File: src/rtl/vrased_reset_ctrl.sv
`timescale 1ns/1ps
// Reset sequencer for a VRASED-protected MCU: holds the core in reset,
// sweeps a RAM region with zeros, then releases. Boots and violations share the sequence.
module vrased_reset_ctrl #(
    parameter int unsigned HOLD_CYCLES = 4,
    parameter logic [15:0] CLR_BASE    = 16'h0200,
    parameter int unsigned CLR_WORDS   = 1024
) (
    input  logic        clk,
    input  logic        reset_n,
    input  logic        viol,
    output logic        sys_rst,
    output logic        clr_ram,
    output logic        mem_en,
    output logic        mem_wr,
    output logic [15:0] mem_addr,
    output logic [15:0] mem_din,
    output logic        busy,
    output logic        done,
    output logic [7:0]  viol_cnt
);

    localparam logic [1:0] S_IDLE    = 2'd0;
    localparam logic [1:0] S_HOLD    = 2'd1;
    localparam logic [1:0] S_CLEAR   = 2'd2;
    localparam logic [1:0] S_RELEASE = 2'd3;

    localparam logic [7:0]  HOLD_LAST = 8'(HOLD_CYCLES - 1);
    localparam logic [14:0] WORD_LAST = 15'(CLR_WORDS - 1);

    logic [1:0]  state, nxt_state;
    logic [7:0]  hold_cnt, nxt_hold;
    logic [14:0] word_cnt, nxt_word;
    logic [7:0]  nxt_viol_cnt;
    logic [15:0] nxt_addr;

    function automatic logic [7:0] sat_inc(input logic [7:0] v);
        return (v == 8'hFF) ? v : v + 8'd1;
    endfunction

    assign mem_din = 16'h0000;

    always_comb begin
        nxt_state    = state;
        nxt_hold     = hold_cnt;
        nxt_word     = word_cnt;
        nxt_viol_cnt = viol_cnt;
        // A violation restarts the sequence from any state; only HOLD absorbs it uncounted.
        if (viol && state != S_HOLD) begin
            nxt_state    = S_HOLD;
            nxt_hold     = 8'd0;
            nxt_word     = 15'd0;
            nxt_viol_cnt = sat_inc(viol_cnt);
        end else begin
            case (state)
                S_HOLD: begin
                    if (viol) begin
                        nxt_hold = 8'd0;
                    end else if (hold_cnt == HOLD_LAST) begin
                        nxt_state = S_CLEAR;
                        nxt_hold  = 8'd0;
                        nxt_word  = 15'd0;
                    end else begin
                        nxt_hold = hold_cnt + 8'd1;
                    end
                end
                S_CLEAR: begin
                    if (word_cnt == WORD_LAST) begin
                        nxt_state = S_RELEASE;
                    end else begin
                        nxt_word = word_cnt + 15'd1;
                    end
                end
                S_RELEASE: nxt_state = S_IDLE;
                default:   nxt_state = S_IDLE;
            endcase
        end
    end

    assign nxt_addr = CLR_BASE + {nxt_word, 1'b0};

    // Outputs are decoded from the next state so they register alongside it.
    always_ff @(posedge clk or negedge reset_n) begin
        if (!reset_n) begin
            state    <= S_HOLD;
            hold_cnt <= 8'd0;
            word_cnt <= 15'd0;
            viol_cnt <= 8'h00;
            sys_rst  <= 1'b1;
            busy     <= 1'b1;
            clr_ram  <= 1'b0;
            mem_en   <= 1'b0;
            mem_wr   <= 1'b0;
            mem_addr <= 16'h0000;
            done     <= 1'b0;
        end else begin
            state    <= nxt_state;
            hold_cnt <= nxt_hold;
            word_cnt <= nxt_word;
            viol_cnt <= nxt_viol_cnt;
            sys_rst  <= (nxt_state != S_IDLE);
            busy     <= (nxt_state != S_IDLE);
            clr_ram  <= (nxt_state == S_CLEAR);
            mem_en   <= (nxt_state == S_CLEAR);
            mem_wr   <= (nxt_state == S_CLEAR);
            mem_addr <= (nxt_state == S_CLEAR) ? nxt_addr : 16'h0000;
            done     <= (nxt_state == S_RELEASE);
        end
    end

endmodule

File: config.mk
export PLATFORM = sky130hd
export DESIGN_NAME = vrased_reset_ctrl
export DESIGN_NICKNAME = d
export VERILOG_FILES = /design/src/rtl/vrased_reset_ctrl.sv
export SDC_FILE = /design/constraint.sdc
export NUM_CORES = 1
export LEC_CHECK = 0
export ABC_AREA = 0
export CAP_MARGIN = 20
export CORE_AREA = 2 2 70 89
export DETAILED_ROUTE_END_ITERATION = 10
export DIE_AREA = 0 0 72 91
export GPL_TIMING_DRIVEN = 0
export PLACE_DENSITY_LB_ADDON = 0.2
export SYNTH_ARGS = -nofsm -noshare
export SYNTH_HDL_FRONTEND = slang
export SYNTH_SLANG_ARGS = --single-unit
File: constraint.sdc
create_clock -name clk -period 3.3 [get_ports clk]
set_input_delay 0.66 -clock clk [delete_from_list [all_inputs] [get_ports clk]]
set_output_delay 0.66 -clock clk [all_outputs]
set_load 0.005 [all_outputs]
==> results of run 1 <==
[state kept, by name, indices dropped and copies added, names as in the netlist]
register,flops
mem_addr,15
state,2
busy,1
mem_wr,1
viol_cnt,8
word_cnt,15
hold_cnt,8
done,1
[worst max-delay path, cell delays in order (launching register included)]
cell	delay, ps
dfstp_2	400
ha_1	190
clkbuf_1	210
nor2b_1	340
clkbuf_1	470
clkbuf_1	430
nor2_1	130
ha_1	280
and4_1	170
nor3_1	170
[stage by stage]
step                      setup slack (ps)  cells  power, uW  hold slack, ps  area [um^2]
after detailed placement             336.2    408       1007           494.1         3251
after CTS                            396.7    416       1442           279.2         3361
after global placement               61.15    407       1003           490.8         3236
after floorplan                      834.1    311      876.4           364.4         2853
final                                438.4    416       1428           274.0         3361
after global routing                 165.9    416       1504           293.0         3361
[how the worst max path moves through the flow]
stage	start	cells past startpoint	end	slack, ps
after global routing	state[1]$_DFF_PN0_	10	mem_addr[13]$_DFF_PN0_	170
after CTS	state[1]$_DFF_PN0_	10	mem_addr[13]$_DFF_PN0_	400
after floorplan	viol	9	mem_addr[13]$_DFF_PN0_	830
after detailed placement	viol	8	mem_addr[13]$_DFF_PN0_	340
final	state[0]$_DFF_PN1_	9	mem_addr[13]$_DFF_PN0_	440
after global placement	reset_n	1	hold_cnt[6]$_DFFE_PN0P_	60
[synthesized netlist by cell type, types with 3 or more instances]
cell type and number:
nor4_1 6, a21oi_1 10, nand2_1 22, nor3_1 14, or3_1 3, o31ai_1 4
buf_4 20, xnor2_1 7, and3_1 4, and4_1 5, dfrtp_1 49, or2_2 3
nand3_1 12, and2_1 7, o41ai_1 3, mux2i_1 4, clkbuf_1 9, nor2b_1 4
nand2b_1 3, nor2_1 25, nand4_1 7, inv_1 6, ha_1 6, a31oi_1 5
o21ai_0 19
[cell type report]
cell class | count | area (um^2) | share of cell area (%)
inverter | 6 | 22.52 | 0.6701
multi-input combinational | 223 | 1358 | 40.39
clock inverter | 2 | 37.54 | 1.117
tap | 66 | 82.58 | 2.457
buffer | 31 | 193.9 | 5.771
sequential | 51 | 1279 | 38.05
clock buffer | 6 | 72.57 | 2.159
timing repair buffer | 31 | 315.3 | 9.382
[layer usage]
metal | vias up | wire length [um] | GRT usage, % | part of all wire (%)
met5 | - | 0 | 0 | 0
met4 | 0 | 166 | 7.862 | 2.8
met3 | 13 | 271 | 2.997 | 4.5
met2 | 56 | 3106 | 33.87 | 52
met1 | 1112 | 2481 | 23.56 | 41
li1 | 1144 | - | - | -
[logic make-up (layout without fill, tap and decap cells)]
family	after synthesis	count (layout)
DFF	51	51
muxes	5	5
buffers and inverters	37	76
adders and majority gates	6	6
AOI/OAI and AO/OA	62	62
xor gates and xnor gates	9	9
and+or+nand+nor	124	124
other	1	17
[power by group through the flow]
stage	combinational (uW)	sequential, uW	clock [uW]
final	269	726	433
after global routing	304	735	465
after CTS	272	726	444
after detailed placement	270	737	0
after global placement	265	737	0
after floorplan	145	732	0
[layout by cell type (no fill, tap or decap), drive strengths merged, types with 2 or more instances in the layout]
cell type / count
conb: 17
nor2b: 4
a41o: 2
clkdlybuf4s50: 29
o31ai: 4
nand4: 7
ha: 6
nor3: 14
and4: 5
inv: 6
dfrtp: 49
or4: 3
a21oi: 10
nor2: 25
and2: 7
buf: 24
and3: 4
a311oi: 2
a31oi: 5
or2: 3
o41ai: 3
o21ai: 21
dfstp: 2
nand2b: 3
or3: 3
nand3: 12
mux2i: 4
o21a: 2
a22oi: 2
xor2: 2
a211oi: 2
xnor2: 7
nand2: 22
clkbuf: 15
o2bb2ai: 2
nor4: 7
==> metrics.md, run 1 <==
| Metric | Value |
|---|---|
| Reg-to-reg slack, setup | 440 ps |
| Max Freq | 0.3495 GHz |
| CP Max Fanout | 10 |
| GP Congestion | 0.9490 |
| Yosys reg bits | 51 |
| Main combinational cell family by area after synthesis | simple AND/OR/NAND/NOR gates |
| Clock Path Buffers | 2 |
| Post-DR wirelength/cell | 14.48 um |
| Share of cells above drive strength 1 | 12.29% |
| Tmin final | 2862 ps |
| Area delta synth->final | 20.34% |
| Filler cells | 534 |
| Antenna-violating nets left | 0 |
| Crit end category | register |
| Final-report max-slew violation count | 0 |
| Critical path class | reg2reg |
| Num rows | 31 |
| Num CTS Buffers | 5 |
| Area leader, netlist | dfrtp_1 |
| Clk root buf | clkbuf_8 |
| Clk Latency, worst-skew pair | 300 ps |
| Tcrit/Tclk final | 86.71% |
| CP Launch Type | register |
| Complex-gate fraction of the synthesized area | 14.92% |
| Initial DRC Count | 133 |
| Core Region | 5702 um^2 |
| Main synth FF type | dfrtp_1 |
| GRT overflow | 0 |
| Drt drc | 0 |
| Nets | 358 |
| DIE AREA | 6552 um^2 |
| Pin count of the biggest net entering global routing | 36 |
| Die Height | 91 um |
| Status | finished clean |
| Vias in the first global route | 2250 |
| Final TNS setup | 0 ps |
| Hold Fails Final Rpt | 0 |
| Post-Synth XOR/XNOR Area | 2.823% |
| Slew @ Worst Pin | 596.0 ps |
| Pleak | 0.001443 uW |
| Post-DP HPWL | 4399 um |
| Post-Synth Adder-Cell Area | 2.688% |
| Switching power | 385.5 uW |
| Final setup fails | 0 |
| Finished Core Util | 58.94% |
| Number of port buffers | 30 |
| CTS H-Tree Depth | 2 |
| Initial antenna violation count | 0 |
| I/O pins | 49 |
| Mux cell area share after synthesis | 1.837% |
| Clock power frac | 30.3% |
| Setup Buffers After CTS | 0 |
| Clock slew at reported path FFs | 100 ps |
| Hold Path Class | in2async |
| EDFF count, synth | 0 |
| CTS hold repair buffers | 0 |
| Combinational power share | 18.8% |
| Number of max-cap violations | 0 |
| Pint | 1043 uW |
| Antenna diode count | 0 |
| # resized after CTS | 0 |
| Sw Share | 26.99% |
| Worst R2R End | mem_addr[13]$_DFF_PN0_ |
| Pre-antenna DRT Iters | 5 |
| First-pass GRT wire length | 10240 um |
| Worst reg2reg startpoint | state[0]$_DFF_PN1_ |
| Post-synthesis cell count | 295 |
| Pwr Density | 425.0 nW/um^2 |
| Via/cell ratio | 5.589 |
| Mapped Area | 2793 um^2 |
| Total Wirelength | 6024 um |
| Sequential share of power | 50.8% |
| Seq/Total Area, Yosys | 45.79% |
| CTS tree | built |
| CTS Sinks | 51 |
| Cell variety after synth | 53 |
| Fraction of registers with async set/reset | 100.0% |
| Avg Cell Area, Syn | 9.467 um^2 |
| Critical Path AT | 3080 ps |
| Post-Synth Simple-Gate Area | 24.06% |
| DIE WIDTH | 72 um |
| RSZ-0062 raised after global routing | false |
| Synth top area cells | dfrtp_1, buf_4, o21ai_0 |
| Yosys warnings | 0 |
| R2R cell count | 9 |
| Via Count | 2325 |
| Initial core utilization | 48.98% |
| Skew final | 10.69 ps |
| Maximum VDD drop | 455.7 uV |
| GRT Util Overall | 19.44% |
| CP required | 3520 ps |
| Yosys top cell area share | 43.91% |
| Slew headroom | 59.85% |
(Power assumes the default switching activity.)
==> run 2, diff against run 1 <==
--- a/config.mk
+++ b/config.mk
@@ -7,11 +7,12 @@
 export LEC_CHECK = 0
 export ABC_AREA = 0
 export CAP_MARGIN = 20
-export CORE_AREA = 2 2 70 89
+export CORE_AREA = 2 2 60 104
 export DETAILED_ROUTE_END_ITERATION = 10
-export DIE_AREA = 0 0 72 91
+export DIE_AREA = 0 0 62 106
 export GPL_TIMING_DRIVEN = 0
 export PLACE_DENSITY_LB_ADDON = 0.2
+export SETUP_SLACK_MARGIN = 0.3
 export SYNTH_ARGS = -nofsm -noshare
 export SYNTH_HDL_FRONTEND = slang
 export SYNTH_SLANG_ARGS = --single-unit
==> run 2 against run 1 <==
Net effect:
- routed wire length is 4.8% higher
- first-iteration DRC count is 57% lower
- final cell count increased by 2.9%
- critical path type unchanged
- via count grew 2.4%
- total power decreased by 4.1%
- register-to-register slack gained 90 ps
- core utilization decreased by 0.80 points
- combinational power hardly changed
==> metrics.md, run 2 (synthesized netlist as in run 1, its figures left out) <==
| Metric | Value |
|---|---|
| Status | finished clean |
| CTS H-Tree Depth | 2 (unchanged) |
| Die Height | 106 um (+16%) |
| Biggest regs | mem_addr x15, word_cnt x15 |
| Initial antenna violation count | 0 (unchanged) |
| Critical path depth | 10 (+1) |
| Hold Path Class | in2async |
| Core Region | 5787 um^2 (+1.5%) |
| Tmin final | 2772 ps (-89.90 ps) |
| Num CTS Buffers | 5 (unchanged) |
| CTS tree | built |
| Pwr Density | 407.0 nW/um^2 (-4.2%) |
| GRT overflow | 0 (unchanged) |
| Slew @ Worst Pin | 657.5 ps (+61.51 ps) |
| Pin count of the biggest net entering global routing | 28 (-22%) |
| Share of cells above drive strength 1 | 12.86% (+0.57 points) |
| Tcrit/Tclk final | 83.99% (-2.7 points) |
| Critical Path AT | 3000 ps (-80 ps) |
| Initial core utilization | 48.26% (-0.72 points) |
| DIE AREA | 6572 um^2 (+0.31%) |
| Post-DP HPWL | 4685 um (+6.5%) |
| Pre-antenna DRT Iters | 4 (-1) |
| Clock slew at reported path FFs | 90 ps (about the same) |
| Drt drc | 0 (unchanged) |
| Via Count | 2381 (+2.4%) |
| CTS Sinks | 51 (unchanged) |
| Maximum VDD drop | 478.0 uV (+4.9%) |
| Antenna diode count | 0 (unchanged) |
| CP Launch Type | register |
| Skew final | 10.77 ps (+0.08430 ps) |
| CP required | 3530 ps (about the same) |
| Crit end category | register |
| RSZ-0062 raised after global routing | true |
| Slew headroom | 55.76% (-4.1 points) |
| CTS hold repair buffers | 0 (unchanged) |
| Max incr delay on CP | 410 ps (-60 ps) |
| DIE WIDTH | 62 um (-14%) |
| Antenna-violating nets left | 0 (unchanged) |
| Clk root buf | clkbuf_8 |
| Post-DR wirelength/cell | 14.75 um (+1.9%) |
| Vias in the first global route | 2267 (+0.76%) |
| Hold Fails Final Rpt | 0 (unchanged) |
| Final setup fails | 0 (unchanged) |
| Via/cell ratio | 5.563 (-0.46%) |
| Setup Buffers After CTS | 0 (unchanged) |
| Number of max-cap violations | 0 (unchanged) |
| R2R cell count | 10 (+1) |
| I/O pins | 49 (unchanged) |
| Final TNS setup | 0 ps (unchanged) |
| Total Power | 1370 uW (-4.1%) |
| Filler cells | 548 (+2.6%) |
| Worst Path Buf+Inv | 4 (+1) |
| Area delta synth->final | 20.48% |
| CP Max Fanout | 10 (unchanged) |
| GP Congestion | 0.8691 (-8.4%) |
| Num rows | 37 (+19%) |
| Max Freq | 0.3608 GHz (+3.2%) |
| Clk Latency, worst-skew pair | 310 ps (about the same) |
| Number of port buffers | 30 (unchanged) |
| Critical path class | reg2reg |
| First-pass GRT wire length | 10280 um (+0.41%) |
| GRT Util Overall | 20.68% (+1.2 points) |
| Initial DRC Count | 57 (-57%) |
| Critical-path cell list | inv_1 > ha_1 > clkbuf_1 > nor2b_1 > clkbuf_2 > clkbuf_1 > nor2_1 > ha_1 > and4_1 > nor3_1 |
| Pleak | 0.001443 uW (about the same) |
| Total Wirelength | 6313 um (+4.8%) |
| Most frequent cells in the layout | dfrtp_1, clkdlybuf4s50_1, nor2_1 |
| Clock Path Buffers | 2 (unchanged) |
| Max stage delay cell, worst path | nor2b_1 |
| Final-report max-slew violation count | 0 (unchanged) |
| CP delay by family, top | buffers and inverters |
| Nets | 358 (unchanged) |
| Most common cell after layout, fill and taps aside | dfrtp_1 |
## run 2: cell count changes in the layout (fill, tap and decap cells not counted), sizes merged
cell and change:
bufinv -1, clkbuf +1, clkinv +1, clkinvlp -1
## run 2: what timing repair did
action / in CTS / in global routing
hold endpoints to repair: 0 / 0
resized for setup: 0 / 3
endpoints found under the setup margin: 0 / 4
## run 2: final timing paths
check	slack (ps)	end	from
setup / recovery	530	mem_addr[13]$_DFF_PN0_	state[1]$_DFF_PN0_
min in group clk	510	viol_cnt[6]$_DFFE_PN0P_	viol_cnt[6]$_DFFE_PN0P_
setup reg to reg	530	mem_addr[13]$_DFF_PN0_	state[1]$_DFF_PN0_
hold / removal	320	word_cnt[0]$_DFF_PN0_	reset_n
hold reg to reg	510	viol_cnt[6]$_DFFE_PN0P_	viol_cnt[6]$_DFFE_PN0P_
max in group asynchronous	2360	state[0]$_DFF_PN1_	reset_n
## run 2: report_power, final
part / internal (uW) / switching (uW)
Combinational: 144 / 126
Sequential: 673 / 52.2
Clock: 172 / 203
## run 2: area by class of cell
| class | instances | area [um^2] | area share, % |
|---|---|---|---|
| Timing Repair Buffer | 31 | 315.3 | 9.371 |
| Multi-Input combinational cell | 223 | 1360 | 40.42 |
| Buffer | 31 | 195.2 | 5.801 |
| Inverter | 6 | 22.52 | 0.6694 |
| Clock inverter | 1 | 8.758 | 0.2603 |
| Sequential cell | 51 | 1279 | 38.01 |
| Tap cell | 78 | 97.59 | 2.901 |
| Clock buffer | 7 | 86.33 | 2.566 |
## run 2: stage by stage
step	worst slack [ps]	utilization [%]	hold WS, ps	instances	area, um^2
finish	528.3	58.14	323.2	428	3364
global route	298.0	58.14	362.4	428	3364
detailed placement	323.3	56.43	493.6	420	3266
floorplan	834.1	-	364.4	311	2853
CTS	353.6	58.08	339.8	428	3361
global placement	110.3	56.17	492.9	419	3251
## run 2: routing by layer
metal	wire, um	share of wire (%)	vias up	global-route usage [%]
met5	0	0	-	0
met3	261	4.1	22	3.771
li1	-	-	1143	-
met2	3439	54	72	34.67
met1	2368	38	1144	23.10
met4	245	3.9	0	11.85
